$ cat src/rtl/disp_capture.sv
// disp_capture: samples a multiplexed 7-segment display bus and
// rebuilds complete BCD frames once every digit has settled.
module disp_capture #(
  parameter int SETTLE = 4,
  parameter int NDIG   = 8
) (
  input  logic        clk,
  input  logic        rst,
  input  logic [7:0]  an,
  input  logic [7:0]  dec_ddp,
  output logic [31:0] digits,
  output logic [7:0]  dp_mask,
  output logic [7:0]  blank_mask,
  output logic        frame_valid,
  output logic        seg_err,
  output logic        an_err
);

  typedef enum logic [1:0] {
    S_WAIT,
    S_SETTLE,
    S_HOLD
  } state_t;

  localparam logic [7:0] SET_C = 8'(SETTLE);
  localparam logic [7:0] FULL  = 8'((1 << NDIG) - 1);

  state_t      state, state_n;
  logic [7:0]  cnt, cnt_n;
  logic [2:0]  idx, idx_n;
  logic        sample;
  logic        ill_q;

  logic [7:0]  nz;
  logic        one_hot;
  logic        illegal;
  logic [2:0]  sel_idx;

  logic [6:0]  lit;
  logic [3:0]  nib;
  logic        blank;
  logic        bad;

  logic [31:0] sh_dig, sh_dig_n;
  logic [7:0]  sh_dp, sh_dp_n;
  logic [7:0]  sh_bl, sh_bl_n;
  logic [7:0]  seen, seen_n;
  logic        done;

  assign nz      = ~an;
  assign one_hot = (nz != 8'd0) && ((nz & (nz - 8'd1)) == 8'd0);
  assign illegal = (nz != 8'd0) && !one_hot;

  // Index of the selected digit (valid only when one_hot).
  always_comb begin
    sel_idx = 3'd0;
    for (int i = 0; i < 8; i++)
      if (nz[i]) sel_idx = 3'(i);
  end

  // Segment pattern to BCD; blank and undecodable both give F.
  always_comb begin
    lit = ~dec_ddp[7:1];
    unique case (lit)
      7'h7E:   nib = 4'd0;
      7'h30:   nib = 4'd1;
      7'h6D:   nib = 4'd2;
      7'h79:   nib = 4'd3;
      7'h33:   nib = 4'd4;
      7'h5B:   nib = 4'd5;
      7'h5F:   nib = 4'd6;
      7'h70:   nib = 4'd7;
      7'h7F:   nib = 4'd8;
      7'h7B:   nib = 4'd9;
      default: nib = 4'hF;
    endcase
    blank = (lit == 7'd0);
    bad   = (nib == 4'hF) && !blank;
  end

  // Anode settle tracker: next state, stable count and sample strobe.
  always_comb begin
    state_n = state;
    cnt_n   = cnt;
    idx_n   = idx;
    sample  = 1'b0;
    unique case (state)
      S_WAIT: begin
        if (one_hot) begin
          cnt_n   = 8'd1;
          idx_n   = sel_idx;
          state_n = S_SETTLE;
        end
      end
      S_SETTLE: begin
        if (one_hot && sel_idx == idx) begin
          if (cnt + 8'd1 >= SET_C) begin
            cnt_n   = SET_C;
            sample  = 1'b1;
            state_n = S_HOLD;
          end else begin
            cnt_n = cnt + 8'd1;
          end
        end else if (one_hot) begin
          cnt_n = 8'd1;
          idx_n = sel_idx;
        end else begin
          cnt_n   = 8'd0;
          state_n = S_WAIT;
        end
      end
      S_HOLD: begin
        if (one_hot && sel_idx == idx) begin
          state_n = S_HOLD;
        end else if (one_hot) begin
          cnt_n   = 8'd1;
          idx_n   = sel_idx;
          state_n = S_SETTLE;
        end else begin
          cnt_n   = 8'd0;
          state_n = S_WAIT;
        end
      end
      default: begin
        cnt_n   = 8'd0;
        state_n = S_WAIT;
      end
    endcase
  end

  // Shadow frame update and completion detect.
  always_comb begin
    sh_dig_n = sh_dig;
    sh_dp_n  = sh_dp;
    sh_bl_n  = sh_bl;
    seen_n   = seen;
    if (sample) begin
      sh_dig_n[4*idx +: 4] = nib;
      sh_dp_n[idx]         = ~dec_ddp[0];
      sh_bl_n[idx]         = blank;
      seen_n               = (seen | (8'd1 << idx)) & FULL;
    end
    done = sample && (seen_n == FULL);
  end

  // Tracker registers.
  always_ff @(posedge clk or posedge rst) begin
    if (rst) begin
      state <= S_WAIT;
      cnt   <= 8'd0;
      idx   <= 3'd0;
      ill_q <= 1'b0;
    end else begin
      state <= state_n;
      cnt   <= cnt_n;
      idx   <= idx_n;
      ill_q <= illegal;
    end
  end

  // Shadow registers; seen clears as the frame is published.
  always_ff @(posedge clk or posedge rst) begin
    if (rst) begin
      sh_dig <= 32'd0;
      sh_dp  <= 8'd0;
      sh_bl  <= 8'd0;
      seen   <= 8'd0;
    end else begin
      sh_dig <= sh_dig_n;
      sh_dp  <= sh_dp_n;
      sh_bl  <= sh_bl_n;
      seen   <= done ? 8'd0 : seen_n;
    end
  end

  // Published frame and status pulses.
  always_ff @(posedge clk or posedge rst) begin
    if (rst) begin
      digits      <= 32'd0;
      dp_mask     <= 8'd0;
      blank_mask  <= 8'd0;
      frame_valid <= 1'b0;
      seg_err     <= 1'b0;
      an_err      <= 1'b0;
    end else begin
      if (done) begin
        digits     <= sh_dig_n;
        dp_mask    <= sh_dp_n;
        blank_mask <= sh_bl_n;
      end
      frame_valid <= done;
      seg_err     <= sample && bad;
      an_err      <= illegal && !ill_q;
    end
  end

endmodule

$ cat config.mk
export PLATFORM = sky130hd
export DESIGN_NAME = disp_capture
export DESIGN_NICKNAME = d
export VERILOG_FILES = /design/src/rtl/disp_capture.sv
export SDC_FILE = /design/constraint.sdc
export NUM_CORES = 1
export LEC_CHECK = 0
export CAP_MARGIN = 40
export CORE_UTILIZATION = 40
export CTS_BUF_LIST = sky130_fd_sc_hd__clkbuf_4
export CTS_CLUSTER_DIAMETER = 100
export DETAILED_ROUTE_END_ITERATION = 7
export SETUP_SLACK_MARGIN = 0.1
export SYNTH_ARGS = -nofsm -noshare
export SYNTH_HDL_FRONTEND = slang
export SYNTH_SLANG_ARGS = --single-unit
$ cat constraint.sdc
create_clock -name clk -period 4.8 [get_ports clk]
set_clock_uncertainty 0.05 [all_clocks]
set_input_delay 0.48 -clock clk [delete_from_list [all_inputs] [get_ports clk]]
set_output_delay 0.48 -clock clk [all_outputs]
set_load 0.02 [all_outputs]
==> metrics.md <==
| Metric | Value |
|---|---|
| RR Endpoint | `digits[24]$_DFFE_PP0P_` |
| IO Count | `69` |
| Most frequent cell after synthesis | `dfrtp_1` |
| Seq cells post-synth | `121` |
| Final hold vios | `0` |
| Hold buffer count at cts | `0` |
| Setup Fix Bufs, Post-CTS | `0` |
| Worst reg2reg startpoint | `cnt[0]$_DFFE_PP0P_` |
| Power Dens Cells | `323 nW/um2` |
| Num CTS Buffers | `17` |
| DRC violations left | `0` |
| P_sw | `749 uW` |
| Worst path cell trace | `clkdlybuf4s50_1, nand3_2, or2_4, o22ai_2, o2111ai_4, or2_2, nor2_4, buf_4, mux2_2` |
| Core outline area | `13900 um2` |
| Vias in the first global route | `3846` |
| Max_cap viols | `0` |
| Fin. max-slew vios | `0` |
| Syn_nets | `504` |
| Top Family by Delay on Critical Path | `simple AND/OR/NAND/NOR gates` |
| Peak supply drop | `0.170 mV` |
| Setup Total Neg Slack | `0 ns` |
| Synth area leader | `dfrtp_1` |
| Avg WL per Cell | `15.8 um` |
| Internal | `1460 uW` |
| Initial core utilization | `41.1%` |
| Post-synthesis instance total | `475` |
| Ys flop type | `dfrtp_1` |
| RSZ-0062 raised after global routing | `false` |
| CTS tree | `built` |
| Final WS setup | `1.31 ns` |
| Worst-Skew Late Latency | `0.52 ns` |
| Area grow syn2layout | `19.3%` |
| Leak | `0.00317 uW` |
| IO Port Bufs | `68` |
| Period minus WS final | `3.49 ns` |
| CTS H-tree lvls | `4` |
| Rows | `43` |
| Setup violators final | `0` |
| Area of the multi-input gates | `2500 um2` |
| Drt first-iter violations | `191` |
| Crit-path slowest cell | `clkdlybuf4s50_1` |
| Top cell type's share of synthesized area | `52.9%` |
| Part of the power in registers | `49.3%` |
| Reg area | `3030 um2` |
| Critical path class | `in -> reg` |
| Fill cells | `1273` |
| Root buf cell | `clkbuf_4` |
| Total grt overflow | `0` |
| Die area | `14800 um2` |
| DR vias | `3858` |
| Pre-CTS setup slack | `0.762 ns` |
| Vias per cell | `5.21` |
| CP Capture Type | `flip-flop` |
| Clk buf depth | `2` |
| Worst-path clk slew | `0.10 ns` |
| Total GRT Usage | `17.2%` |
| Die Wd | `122 um` |
| Most frequent cells after synthesis | `dfrtp_1, mux2_2, nor2_1` |
| DRT antenna net count | `0` |
| Worst-path maximum fanout | `19` |
| Crit path DAT | `3.85 ns` |
| Synthesized area per cell | `12.0 um2` |
| Type of origin of the critical path | `input pin` |
| Largest net degree at the start of global routing | `57` |
| FFs w/ async S/R, synth | `100%` |
| FF-to-FF path depth | `9` |
| WP buf/inv | `2` |
| Register area share after synthesis | `52.9%` |
| Ratio of cells with drive above 1 in the final layout | `26.6%` |
| Worst Path Required | `5.16 ns` |
| Comb pwr share | `22.2%` |
| Slew headroom | `46.5%` |
| Synth cell types | `59` |
| First-pass GRT wire length | `19300 um` |
| Initial DRT Pass Iterations | `4` |
| Final Cycle Share | `72.7%` |
| Clk pwr share | `28.5%` |
| Status | `completed` |
| Die Height | `122 um` |
| Placer Congestion | `0.850` |
| Mapped cell area | `5720 um2` |
| Hold Path Class | `in -> async` |
| Worst-margin pin slew | `0.799 ns` |
| Number of clock sinks | `121` |
| Yosys Warn Count | `0` |
| CP Launch Point | `an[6]` |
| Reg-to-reg slack, setup | `1.33 ns` |
| Total Wirelength | `11700 um` |
| Cell types occupying the most area after synthesis | `dfrtp_1, mux2_2, ha_1` |
| Post-DP HPWL | `8350 um` |
| Post-cts repair resize count | `0` |
| NumNets Final | `577` |
| Placed Cells | `709` |
| Max frequency | `286 MHz` |
| Number of synthesized flops with an enable pin | `0` |
| Switching share of total power | `33.9%` |
| Initial antenna violation count | `1` |
| CP max stage delay | `0.70 ns` |
| Fin cells | `741` |
-- area by class of cell --
class,instances,area share [%]
Sequential cell,121,44.4
Multi-Input combinational cell,312,36.7
Timing Repair Buffer,74,10.8
Tap cell,180,3.30
Clock buffer,18,1.98
Clock inverter,13,1.56
Inverter,22,1.25
Antenna cell,1,0.0367
-- power groups by stage --
stage          Clock (uW)  Sequential (uW)  Combinational (uW)
2_1_floorplan           0             1080                 389
3_3_place_gp            0             1110                 477
3_5_place_dp            0             1110                 490
4_1_cts               657             1090                 493
5_1_grt               708             1090                 546
6_report              628             1090                 490
-- worst register-to-register path, stage by stage, from the launching register on --
cell	delay, ns
dfrtp_1	0.43
ha_1	0.22
nand2_1	0.08
o21ai_0	0.07
a21oi_1	0.43
o2111ai_4	0.44
or2_2	0.46
nor2_4	0.52
buf_4	0.31
mux2_2	0.35
-- state kept, by name, indices dropped and copies added, names as in the netlist --
| register | cells |
|---|---|
| idx | 3 |
| sh_bl | 8 |
| state | 2 |
| sh_dig | 32 |
| seen | 8 |
| sh_dp | 8 |
| an_err | 1 |
| seg_err | 1 |
| digits | 32 |
| dp_mask | 8 |
| cnt | 8 |
| ill_q | 1 |
| blank_mask | 8 |
| frame_valid | 1 |
-- cell families after synthesis --
kind of cell,share of synthesized area (%)
AND/OR/NAND/NOR,13.8
adder cells (fa/ha/maj),2.41
buffers and inverters,3.43
flip-flops,52.9
multiplexers,20.0
XOR/XNOR,0.306
AO/OA/AOI/OAI,7.09
-- worst max-delay path by stage --
| stage | to | cells after the start | slack, ns |
|---|---|---|---|
| 2_1_floorplan | an_err$_DFF_PP0_ | 1 | 1.06 |
| 3_3_place_gp | digits[25]$_DFFE_PP0P_ | 9 | 0.85 |
| 3_5_place_dp | digits[24]$_DFFE_PP0P_ | 9 | 0.76 |
| 4_1_cts | digits[24]$_DFFE_PP0P_ | 9 | 1.27 |
| 5_1_grt | digits[24]$_DFFE_PP0P_ | 9 | 1.10 |
| 6_report | digits[24]$_DFFE_PP0P_ | 9 | 1.31 |
-- through the flow --
step	util (%)	hold slack, ns	cell area [um2]	power (uW)
2_1_floorplan	-	0.325	5720	1470
3_3_place_gp	47.2	0.352	6580	1590
3_5_place_dp	47.2	0.348	6580	1600
4_1_cts	49.0	0.143	6820	2240
5_1_grt	49.0	0.162	6820	2350
6_report	49.0	0.195	6820	2210
-- layout by cell type (no fill, tap or decap), drive strengths merged, types with 9 or more instances in the layout --
| master | instances |
|---|---|
| a21oi | 15 |
| nor2 | 36 |
| ha | 11 |
| mux2 | 90 |
| clkinv | 9 |
| dfrtp | 121 |
| clkbuf | 18 |
| nand3 | 15 |
| inv | 22 |
| nand2 | 25 |
| nor3 | 16 |
| mux2i | 10 |
| o21ai | 13 |
| clkdlybuf4s50 | 68 |
-- routing by layer --
layer | global-route usage [%] | routed length, um | up-vias
met5 | 0 | 0 | -
met4 | 6.79 | 146 | 0
met3 | 4.78 | 475 | 11
met2 | 26.7 | 5610 | 85
met1 | 22.7 | 5450 | 1919
li1 | - | - | 1843
Note: power is estimated with default switching activity, not from simulation.
